**src/rtl/reg_file_rd.sv**
```systemverilog
// reg_file_rd: 8x8 register file with a one-entry pending write stage and two combinational read ports
// Define REG_BYPASS_EN to let reads see the value still held in the pending stage.
module reg_file_rd #(
    parameter int DEPTH = 8,
    parameter int WIDTH = 8
) (
    input  logic             clk,
    input  logic             reset,
    input  logic             wr_en,
    input  logic [2:0]       wr_addr,
    input  logic [WIDTH-1:0] wr_data,
    input  logic             flush,
    input  logic [2:0]       rd_a_addr,
    input  logic [2:0]       rd_b_addr,
    output logic [WIDTH-1:0] rd_a_data,
    output logic [WIDTH-1:0] rd_b_data,
    output logic             pend_valid,
    output logic [2:0]       pend_addr
);
    typedef enum logic {IDLE, PENDING} state_t;
    state_t           state;
    logic [WIDTH-1:0] pend_data;
    logic [WIDTH-1:0] mem [DEPTH];
    logic             load;
    assign load       = wr_en & ~flush;
    assign pend_valid = (state == PENDING);
    always_ff @(posedge clk or posedge reset) begin
        if (reset) begin
            for (int i = 0; i < DEPTH; i++) mem[i] <= '0;
            state     <= IDLE;
            pend_addr <= '0;
            pend_data <= '0;
        end else begin
            if (state == PENDING && !flush) mem[pend_addr] <= pend_data;
            state     <= load ? PENDING : IDLE;
            pend_addr <= load ? wr_addr : '0;
            pend_data <= load ? wr_data : '0;
        end
    end
`ifdef REG_BYPASS_EN
    // flush only acts at the edge, so the pending value is still shown during a flush cycle
    always_comb begin
        rd_a_data = (pend_valid && rd_a_addr == pend_addr) ? pend_data : mem[rd_a_addr];
        rd_b_data = (pend_valid && rd_b_addr == pend_addr) ? pend_data : mem[rd_b_addr];
    end
`else
    always_comb begin
        rd_a_data = mem[rd_a_addr];
        rd_b_data = mem[rd_b_addr];
    end
`endif
endmodule
```
**config.mk**
```make
export PLATFORM = sky130hd
export DESIGN_NAME = reg_file_rd
export DESIGN_NICKNAME = d
export VERILOG_FILES = /design/src/rtl/reg_file_rd.sv
export SDC_FILE = /design/constraint.sdc
export NUM_CORES = 1
export LEC_CHECK = 0
export ABC_AREA = 0
export BUFFER_PORTS_ARGS = -buffer_cell sky130_fd_sc_hd__buf_2
export CAP_MARGIN = 10
export CORE_ASPECT_RATIO = 0.7
export CORE_MARGIN = 4
export CORE_UTILIZATION = 45
export CTS_BUF_LIST = sky130_fd_sc_hd__clkbuf_16
export DETAILED_ROUTE_END_ITERATION = 7
export PLACE_DENSITY = 0.7
export REMOVE_ABC_BUFFERS = 1
export SLEW_MARGIN = 20
export SYNTH_ARGS = -nofsm -noshare
export SYNTH_HDL_FRONTEND = slang
export SYNTH_SLANG_ARGS = --single-unit
```
**constraint.sdc**
```tcl
create_clock -name clk -period 2.82 [get_ports clk]
set_clock_uncertainty 0.05 [all_clocks]
set_input_delay 0.423 -clock clk [delete_from_list [all_inputs] [get_ports clk]]
set_output_delay 0.423 -clock clk [all_outputs]
set_load 0.1 [all_outputs]
```
# Word level (Yosys, flattened, before mapping)
# Index checks and enable logic that the tools add are counted.
# word_totals
mem_bits_ro,0
n_memories,0
latchBits,0
reg_bits,76
word_cells,35
out_inout_bits,20
mem_bits_rw,0
# op_classes
mux,12
div,0
bitwise_logic,5
eq_ne,0
shifts,0
magnitude_cmp,4
multipliers,0
reduce_logical,3
add_sub_neg,0
# ops
operator,n
$bwmux 64,1
$bmux 8 s3,2
$mux 8,6
$demux 8 s3,1
$ge 4x4->1 const B,3
$not 3->4,3
$lt 4x1->1 const B,1
$mux 3,1
$logic_and 1x1->1,2
$and 1x1->1,1
$logic_not 1->1,1
$mux 1,1
$not 1->1,1

# Logic depth before layout (Yosys ltp)
# Gate-level depths: netlist of run 1.
# depth
word_depth,6
depth_mapped,5
mapped_depth_nobuf,3

# Worst setup path before layout of run 1
# Ideal clock, no wire load.
# synth_path
path_type,register to register
startpoint,"reg state, in the netlist pend_valid"
endpoint,reg mem[32] (netlist bit)
t_arrival_ns,2.057
path_slack_ns,0.588
path_buffers,1
setup_time_ns,0.125
stages_incl_launch_ff,5
cell_sequence,dfrtp_1 > nor3b_2 > and3_1 > buf_2 > mux2_2
# synth_between
elab_chain_len,1
# synth_rtl
item,line,source
from (decl),21,state_t state;
from (signal assigned),35,state <= load ? PENDING : IDLE;
$logic_and 1x1->1,34,if (state == PENDING && !flush) mem[pend_addr] <= pend_data;
"to (signal, indexed assignment)",34,
to (decl),23,logic [WIDTH-1:0] mem [DEPTH];
# No other way between the ends.
# A chain may end at the register's enable or synchronous reset.

# Worst setup path in the final report of run 1
# layout_path
startpoint,in rd_a_addr[0]
endpoint,out rd_a_data[2]
# layout_between
elab_chain_len,4
# layout_rtl
item,line,source
from (decl),13,"input logic [2:0] rd_a_addr,"
$not 3->4 (implied by the code),48,rd_a_data = mem[rd_a_addr];
$bmux 8 s3,48,
$mux 8 (implied by the code) (2 in a row),48,
to (decl),15,"output logic [WIDTH-1:0] rd_a_data,"
# No other way between the ends. The select of a mux whose other input is x is not followed.

==> results.cfg, run 1 <==
[run_status]
status = complete, no violations

[cells_and_area]
antenna_cells = 0
most-common-layout-cells = 80 x mux2_2, 76 x dfrtp_1, 40 x buf_2
drive_gt1_share_pct = 53.7
area_growth_pct = 14.6
final_nets = 289
layout_commonest_cell = mux2_2
fill_cells = 679
finish.instance_area_mm2 = 0.00453

[sta]
rsz0062_at_grt = false
finalCritPeriodShare_pct = 89.4
setup_viol = 0
max-slew-margin-rel_pct = 58.4
final_max_slew_viol_count = 0
fin_ws_ns = 0.299
hold_ws_ns = 0.0696
tightest_slew_ns = 0.623
setup_tns_ns = 0
fmax_mhz = 397
fin_crit_ns = 2.52
finalHoldViolCount = 0

[clock_tree]
clock-root-buffer = clkbuf_16
cts_resized = 0
clock-sinks = 76
cts_buffers = 9
clkTransAtPathRegs_ns = 0.05
cts_max_level = 3
cts_hold_buf = 0
post-cts-setup-buffers = 0
cts_buffer_depth = 2
tritoncts = built
clk_latency_ns = 0.33

[critical_path]
critPathLaunchType = input port
crit_arrival_ns = 2.05
cpPeakStageDelay_ns = 0.60
worst-setup-path-type = input port to output port
worstPathMaxFanout = 16
cp.required_ns = 2.35
crit_slowest_cell = mux4_1
crit_chain = buf_2, mux4_1, mux2_2, buf_2
cp-end-kind = output port
cp_common_cell = buf_2

[route]
first_iter_violations = 78
met2_length_mm = 3.89
route.detailed.drc = 0
final_antenna_net_count = 0
met1_length_mm = 3.85
drt_pass1_iterations = 4
detail_route.vias_per_cell = 5.59
routed_wl_mm = 8.13
dr_wl_met3_um = 334
avgRoutedWirePerCell_um = 20.7
vias = 2193
dr.max_layer_used = met4

[grt]
grt_max_degree = 55
antenna_found_initial = 0
grt_usage_pct = 17.2
grt_pass1_wl_mm = 13.1
grt_pass1_vias = 2324
gr-total-overflow = 0

[placed_design]
post-place-ws_ns = 0.306
place_area_mm2 = 0.00424
post-dp-hpwl_mm = 5.29
place_congestion = 0.717
portBuffers = 40

[die]
dieArea_mm2 = 0.0104
num_io_pins = 41
start_util_pct = 46.4
placementRows = 28
placeableCoreArea_mm2 = 0.00851
fp.dieW_um = 120
die_y_um = 86.4

[logic_synthesis]
synth_seq_cells = 76
synth_cell_types = 21
synth_top_area_share_pct = 48.2
yosysWarnings = 0
netlist_instances = 228
seq_area_frac_synth_pct = 48.2
syn-cell-area_mm2 = 0.00395
syn_avg_cell_area_um2 = 17.3
synth_area_leader_cell = dfrtp_1
synth.area.top_cells = dfrtp_1 48%, mux2_2 23%, mux4_1 21%

[power_and_ir_drop]
p_sw_share_pct = 25.5
power.share.sequential_pct = 45.2
total_power_mw = 2.61
share_comb_of_total_power_pct = 12.3
switching_power_mw = 0.666
p_per_area_mw_per_mm2 = 576
p_leak_nw = 2.36
ir_worst_vdd_mv = 0.353
internal_power_mw = 1.94
power_frac_clock_pct = 42.5

[worst_hold_path]
min_path_type = input port to asynchronous set/reset pin

[flow_run]
drv_cap = 0
[layout make-up]
cell class	count	area (um2)	share of cell area, %
Inverter	1	3.75	0.0829
Multi-Input combinational cell	136	1940	42.8
Tap cell	120	150	3.32
Sequential cell	76	1900	42.0
Clock buffer	9	225	4.98
Timing Repair Buffer	44	243	5.36
Clock inverter	6	63.8	1.41
[worst paths after layout]
check | from | end | slack (ns) | cells after the start
worst max-delay path | rd_a_addr[0] | rd_a_data[2] | 0.30 | 4
worst min-delay path | reset | mem[46] | 0.07 | 2
worst max register to register | pend_addr[2] | mem[39] | 0.96 | 3
worst min register to register | mem[48] | mem[48] | 0.47 | 1
max in group asynchronous | reset | mem[35] | 2.00 | 3
min in group clk | wr_data[7] | pend_data[7] | 0.24 | 2
[flip-flops by register name, indices dropped and copies added (netlist names)]
signal / flops
pend_addr: 3
mem: 64
pend_valid: 1
pend_data: 8
[critical path: cells and delay by family]
kind     cells  cell delay, ns
buf+inv      2            0.71
mux          2            0.90
[metal layers]
| layer | track usage [%] | vias up |
|---|---|---|
| met2 | 27.5 | 47 |
| met4 | 3.43 | 0 |
| met3 | 5.41 | 7 |
| met1 | 23.6 | 1150 |
| met5 | 0 | - |
| li1 | - | 989 |
[power groups by stage]
stage / Combinational (mW) / Clock, mW / Sequential, mW
5_1_grt: 0.341 / 1.19 / 1.19
2_1_floorplan: 0.229 / 0 / 1.20
3_5_place_dp: 0.325 / 0 / 1.20
4_1_cts: 0.325 / 1.14 / 1.18
3_3_place_gp: 0.319 / 0 / 1.19
6_report: 0.321 / 1.11 / 1.18
[kinds of logic (layout without fill, tap and decap cells)]
family | Yosys count | after routing | share of synthesized area [%]
mux | 112 | 112 | 44.1
buf+inv | 16 | 60 | 2.72
simple gates | 24 | 24 | 5.01
flops | 76 | 76 | 48.2
[cell usage after synthesis]
cell type,instances
clkbuf_2,1
nand3b_2,2
mux4_1,32
mux2_2,80
buf_2,7
inv_1,1
clkbuf_1,1
and3_1,1
buf_8,2
nand2_1,2
nor2b_1,1
buf_6,2
and2_1,11
dfrtp_1,76
nor3b_4,2
buf_1,2
nand2b_1,1
nor2_2,1
nor2_1,1
nor3b_2,1
nand3b_4,1
[per-stage QoR]
stage          instances  util, %
2_1_floorplan        213        -
3_3_place_gp         377     49.8
3_5_place_dp         377     49.8
4_1_cts              392     53.2
5_1_grt              392     53.2
6_report             392     53.2
Note: power is estimated with default switching activity, not from simulation.
==> inputs of run 2 (changes only) <==
Settings changed: PLACE_DENSITY 0.7 to unset, PLACE_DENSITY_LB_ADDON set to 0.05.
==> run 2 against run 1 <==
Net effect: sequential power is essentially flat; core utilization is 0.24 points higher; worst hold slack better by 0.054 ns; critical endpoint is now rd_b_data[3]; global-route usage up 1.0 points; largest cell class unchanged.
==> results.cfg, run 2 (synthesis results as in run 1) <==
[grt]
gr-total-overflow = 0
grt_pass1_wl_mm = 13.8
grt_pass1_vias = 2355
grt_usage_pct = 18.2
grt_max_degree = 32
antenna_found_initial = 0

[cells_and_area]
largest_register_ffs = 64
area_growth_pct = 15.1
final_nets = 291
most-common-layout-cells = 80 x mux2_2, 76 x dfrtp_1, 40 x buf_2
reg_top3 = mem: 64 flops, pend_data: 8 flops, pend_addr: 3 flops
regMostFlops = mem
post-route-util_pct = 53.4
finish.instance_area_mm2 = 0.00455
antenna_cells = 0
drive_gt1_share_pct = 54.2
layout_commonest_cell = mux2_2

[die]
fp.dieW_um = 120
die_y_um = 86.4
start_util_pct = 46.4
placeableCoreArea_mm2 = 0.00851
placementRows = 28
dieArea_mm2 = 0.0104
num_io_pins = 41

[flow_run]
drv_cap = 0

[clock_tree]
cts_max_level = 3
clk_latency_ns = 0.33
cts_buffer_depth = 2
cts_hold_buf = 0
clock-sinks = 76
cts_resized = 0
clock-root-buffer = clkbuf_16
clkTransAtPathRegs_ns = 0.06
tritoncts = built
cts_buffers = 9
post-cts-setup-buffers = 0

[route]
route.detailed.drc = 0
routed_wl_mm = 8.51
vias = 2191
first_iter_violations = 106
avgRoutedWirePerCell_um = 21.6
drt_pass1_iterations = 6
detail_route.vias_per_cell = 5.55
final_antenna_net_count = 0

[critical_path]
cp.required_ns = 2.35
critPathLaunchType = input port
worstPathMaxFanout = 16
cp-end-kind = output port
crit_arrival_ns = 2.02
worst-setup-path-type = input port to output port

[power_and_ir_drop]
ir_worst_vdd_mv = 0.321
p_leak_nw = 2.36
p_per_area_mw_per_mm2 = 578
total_power_mw = 2.63

[sta]
hold_ws_ns = 0.123
fin_crit_ns = 2.49
max-slew-margin-rel_pct = 57.0
finalCritPeriodShare_pct = 88.3
setup_tns_ns = 0
tightest_slew_ns = 0.644
setup_viol = 0
finalHoldViolCount = 0
rsz0062_at_grt = false
fmax_mhz = 402
final_max_slew_viol_count = 0

[placed_design]
place_area_mm2 = 0.00425
portBuffers = 40
post-dp-hpwl_mm = 5.77
place_congestion = 0.717

[run_status]
status = complete, no violations

[worst_hold_path]
min_path_type = input port to asynchronous set/reset pin
-- run 2: cell count changes in the layout (fill, tap and decap cells not counted) --
cell | before | now
clkinvlp_4 | 1 | 4
buf_4 | 3 | 5
inv_6 | 2 | 0
clkinv_1 | 1 | 0
inv_1 | 0 | 1
-- run 2: path summary, 6_finish.rpt --
path | from | depth (start not counted) | slack (ns) | to
max in group asynchronous | reset | 3 | 1.99 | mem[4]
worst max-delay path | rd_b_addr[0] | 4 | 0.33 | rd_b_data[3]
worst min register to register | mem[4] | 1 | 0.47 | mem[4]
min in group clk | wr_addr[0] | 2 | 0.24 | pend_addr[0]
worst max register to register | pend_addr[2] | 3 | 0.97 | mem[32]
worst min-delay path | reset | 2 | 0.12 | mem[9]
-- run 2: critical path: stages --
cell    delay, ns
buf_2        0.39
mux4_1       0.62
mux2_2       0.28
buf_2        0.29
-- run 2: area by class of cell --
cell class                      count  area [um2]
Clock buffer                        9         225
Clock inverter                      7        68.8
Fill cell                         707        3970
Inverter                            1        3.75
Multi-Input combinational cell    136        1940
Sequential cell                    76        1900
Tap cell                          120         150
Timing Repair Buffer               46         258
-- run 2: per-stage QoR --
step                      cells  setup WS [ns]
after floorplan             213          0.409
after global placement      379          0.323
after detailed placement    379          0.336
after CTS                   395          0.334
after global routing        395          0.275
final                       395          0.330
-- run 2: where the power goes --
group / internal (mW) / switching [mW]
sequential: 1.14 / 0.0412
clock: 0.679 / 0.445
combinational: 0.127 / 0.197
total: 1.94 / 0.683
-- run 2: metal layers --
metal  routed length [um]  vias up  track usage, %
met4                  125        0            6.65
met5                    0        -               0
met2                 3980       45            28.0
met1                 4040     1136            24.9
li1                     -     1000               -
met3                  368       10            5.41
==> inputs of run 3 (changes only) <==
Settings changed: SETUP_SLACK_MARGIN set to 0.4.
==> run 3 against run 2 <==
Net effect: total power is 0.11% higher; clock-buffer cell count stayed put; final area is 0.22% higher; core utilization is 0.12 points higher; setup slack better by 0.16 ns; non-clock buffer count stayed put; sequential power hardly changed; wire length is 0.12% higher; register-to-register slack hardly changed; critical endpoint unchanged.
==> results.cfg, run 3 (synthesis results as in run 1) <==
[run_status]
status = complete, no violations

[die]
start_util_pct = 46.4
placeableCoreArea_mm2 = 0.00851
dieArea_mm2 = 0.0104
num_io_pins = 41
fp.dieW_um = 120
die_y_um = 86.4
placementRows = 28

[cells_and_area]
finish.instance_area_mm2 = 0.00456
layout_commonest_cell = mux2_2
largest_register_ffs = 64
most-common-layout-cells = 80 x mux2_2, 76 x dfrtp_1, 36 x buf_2
antenna_cells = 0
final_nets = 291
regMostFlops = mem
reg_top3 = mem: 64 flops, pend_data: 8 flops, pend_addr: 3 flops
drive_gt1_share_pct = 54.2
area_growth_pct = 15.4

[route]
met1_length_mm = 4.05
met2_length_mm = 3.99
detail_route.vias_per_cell = 5.53
drt_pass1_iterations = 6
routed_wl_mm = 8.52
dr.max_layer_used = met4
final_antenna_net_count = 0
route.detailed.drc = 0
avgRoutedWirePerCell_um = 21.6
first_iter_violations = 109
vias = 2184
dr_wl_met3_um = 355

[grt]
antenna_found_initial = 0
grt_pass1_vias = 2358
grt_usage_pct = 18.2
grt_max_degree = 32
gr-total-overflow = 0
grt_pass1_wl_mm = 13.8

[critical_path]
crit_arrival_ns = 1.86
ff2ff_path_depth = 3
worstPathMaxFanout = 16
critPathLaunchType = input port
cp-end-kind = output port
worst-setup-path-type = input port to output port
cp.required_ns = 2.35
cpPeakStageDelay_ns = 0.60
crit_chain = buf_4, mux4_1, mux2_2, buf_2
crit_slowest_cell = mux4_1
reg2reg_slack_ns = 0.97

[clock_tree]
cts_buffers = 9
cts_hold_buf = 0
cts_buffer_depth = 2
clk_latency_ns = 0.33
tritoncts = built
clkTransAtPathRegs_ns = 0.06
clock-root-buffer = clkbuf_16
clock-sinks = 76
cts_max_level = 3

[sta]
setup_tns_ns = 0
finalCritPeriodShare_pct = 82.7
finalHoldViolCount = 0
tightest_slew_ns = 0.644
rsz0062_at_grt = false
setup_viol = 0
final_max_slew_viol_count = 0
fin_crit_ns = 2.33
max-slew-margin-rel_pct = 57.0
fmax_mhz = 429

[flow_run]
drv_cap = 0

[worst_hold_path]
min_path_type = input port to asynchronous set/reset pin

[power_and_ir_drop]
p_leak_nw = 2.37
ir_worst_vdd_mv = 0.321
p_per_area_mw_per_mm2 = 577

[placed_design]
portBuffers = 40
place_congestion = 0.717
post-dp-hpwl_mm = 5.77
place_area_mm2 = 0.00425
run 3: cell count changes in the layout (fill, tap and decap cells not counted):
cell,previous run,this run
buf_2,40,36
buf_4,5,9
run 3: stage by stage:
stage	hold slack, ns	worst slack (ns)	util (%)	std cells	power (mW)
after global routing	0.179	0.445	53.5	395	2.75
final	0.123	0.488	53.5	395	2.63
after CTS	0.136	0.473	53.5	395	2.67
after detailed placement	0.457	0.336	50.0	379	1.53
after global placement	0.448	0.323	50.0	379	1.52
after floorplan	0.435	0.409	-	213	1.43
run 3: final timing paths:
check                             startpoint      endpoint
worst max-delay path            rd_b_addr[0]  rd_b_data[3]
worst min-delay path                   reset        mem[9]
worst max register to register  pend_addr[2]       mem[32]
worst min register to register       mem[39]       mem[39]
max in group asynchronous              reset       mem[36]
min in group clk                  wr_addr[0]  pend_addr[0]
run 3: critical path, delay by kind of cell:
family	cells	cell delay, ns
multiplexers	2	0.88
buffers and inverters	2	0.55
run 3: cell type report:
class / instances / area (um2)
fill: 710 / 3960
multi-input combinational: 136 / 1940
sequential: 76 / 1900
timing repair buffer: 46 / 268
clock buffer: 9 / 225
tap: 120 / 150
clock inverter: 7 / 68.8
inverter: 1 / 3.75
run 3: where the power goes:
| part | leakage, nW | total [mW] | switching, mW | internal (mW) |
|---|---|---|---|---|
| Sequential | 1.05 | 1.18 | 0.0411 | 1.14 |
| Combinational | 1.19 | 0.326 | 0.197 | 0.128 |
| Clock | 0.135 | 1.13 | 0.446 | 0.680 |
run 3: metal layers:
layer	up-vias	global-route usage (%)
met5	-	0
met2	43	28.0
met1	1138	24.9
li1	993	-
met3	10	5.41
met4	0	6.65
run 3: repair_timing:
action,CTS,global route
buffers inserted,0,0
endpoints found under the setup margin,16,0
resized for setup,4,0
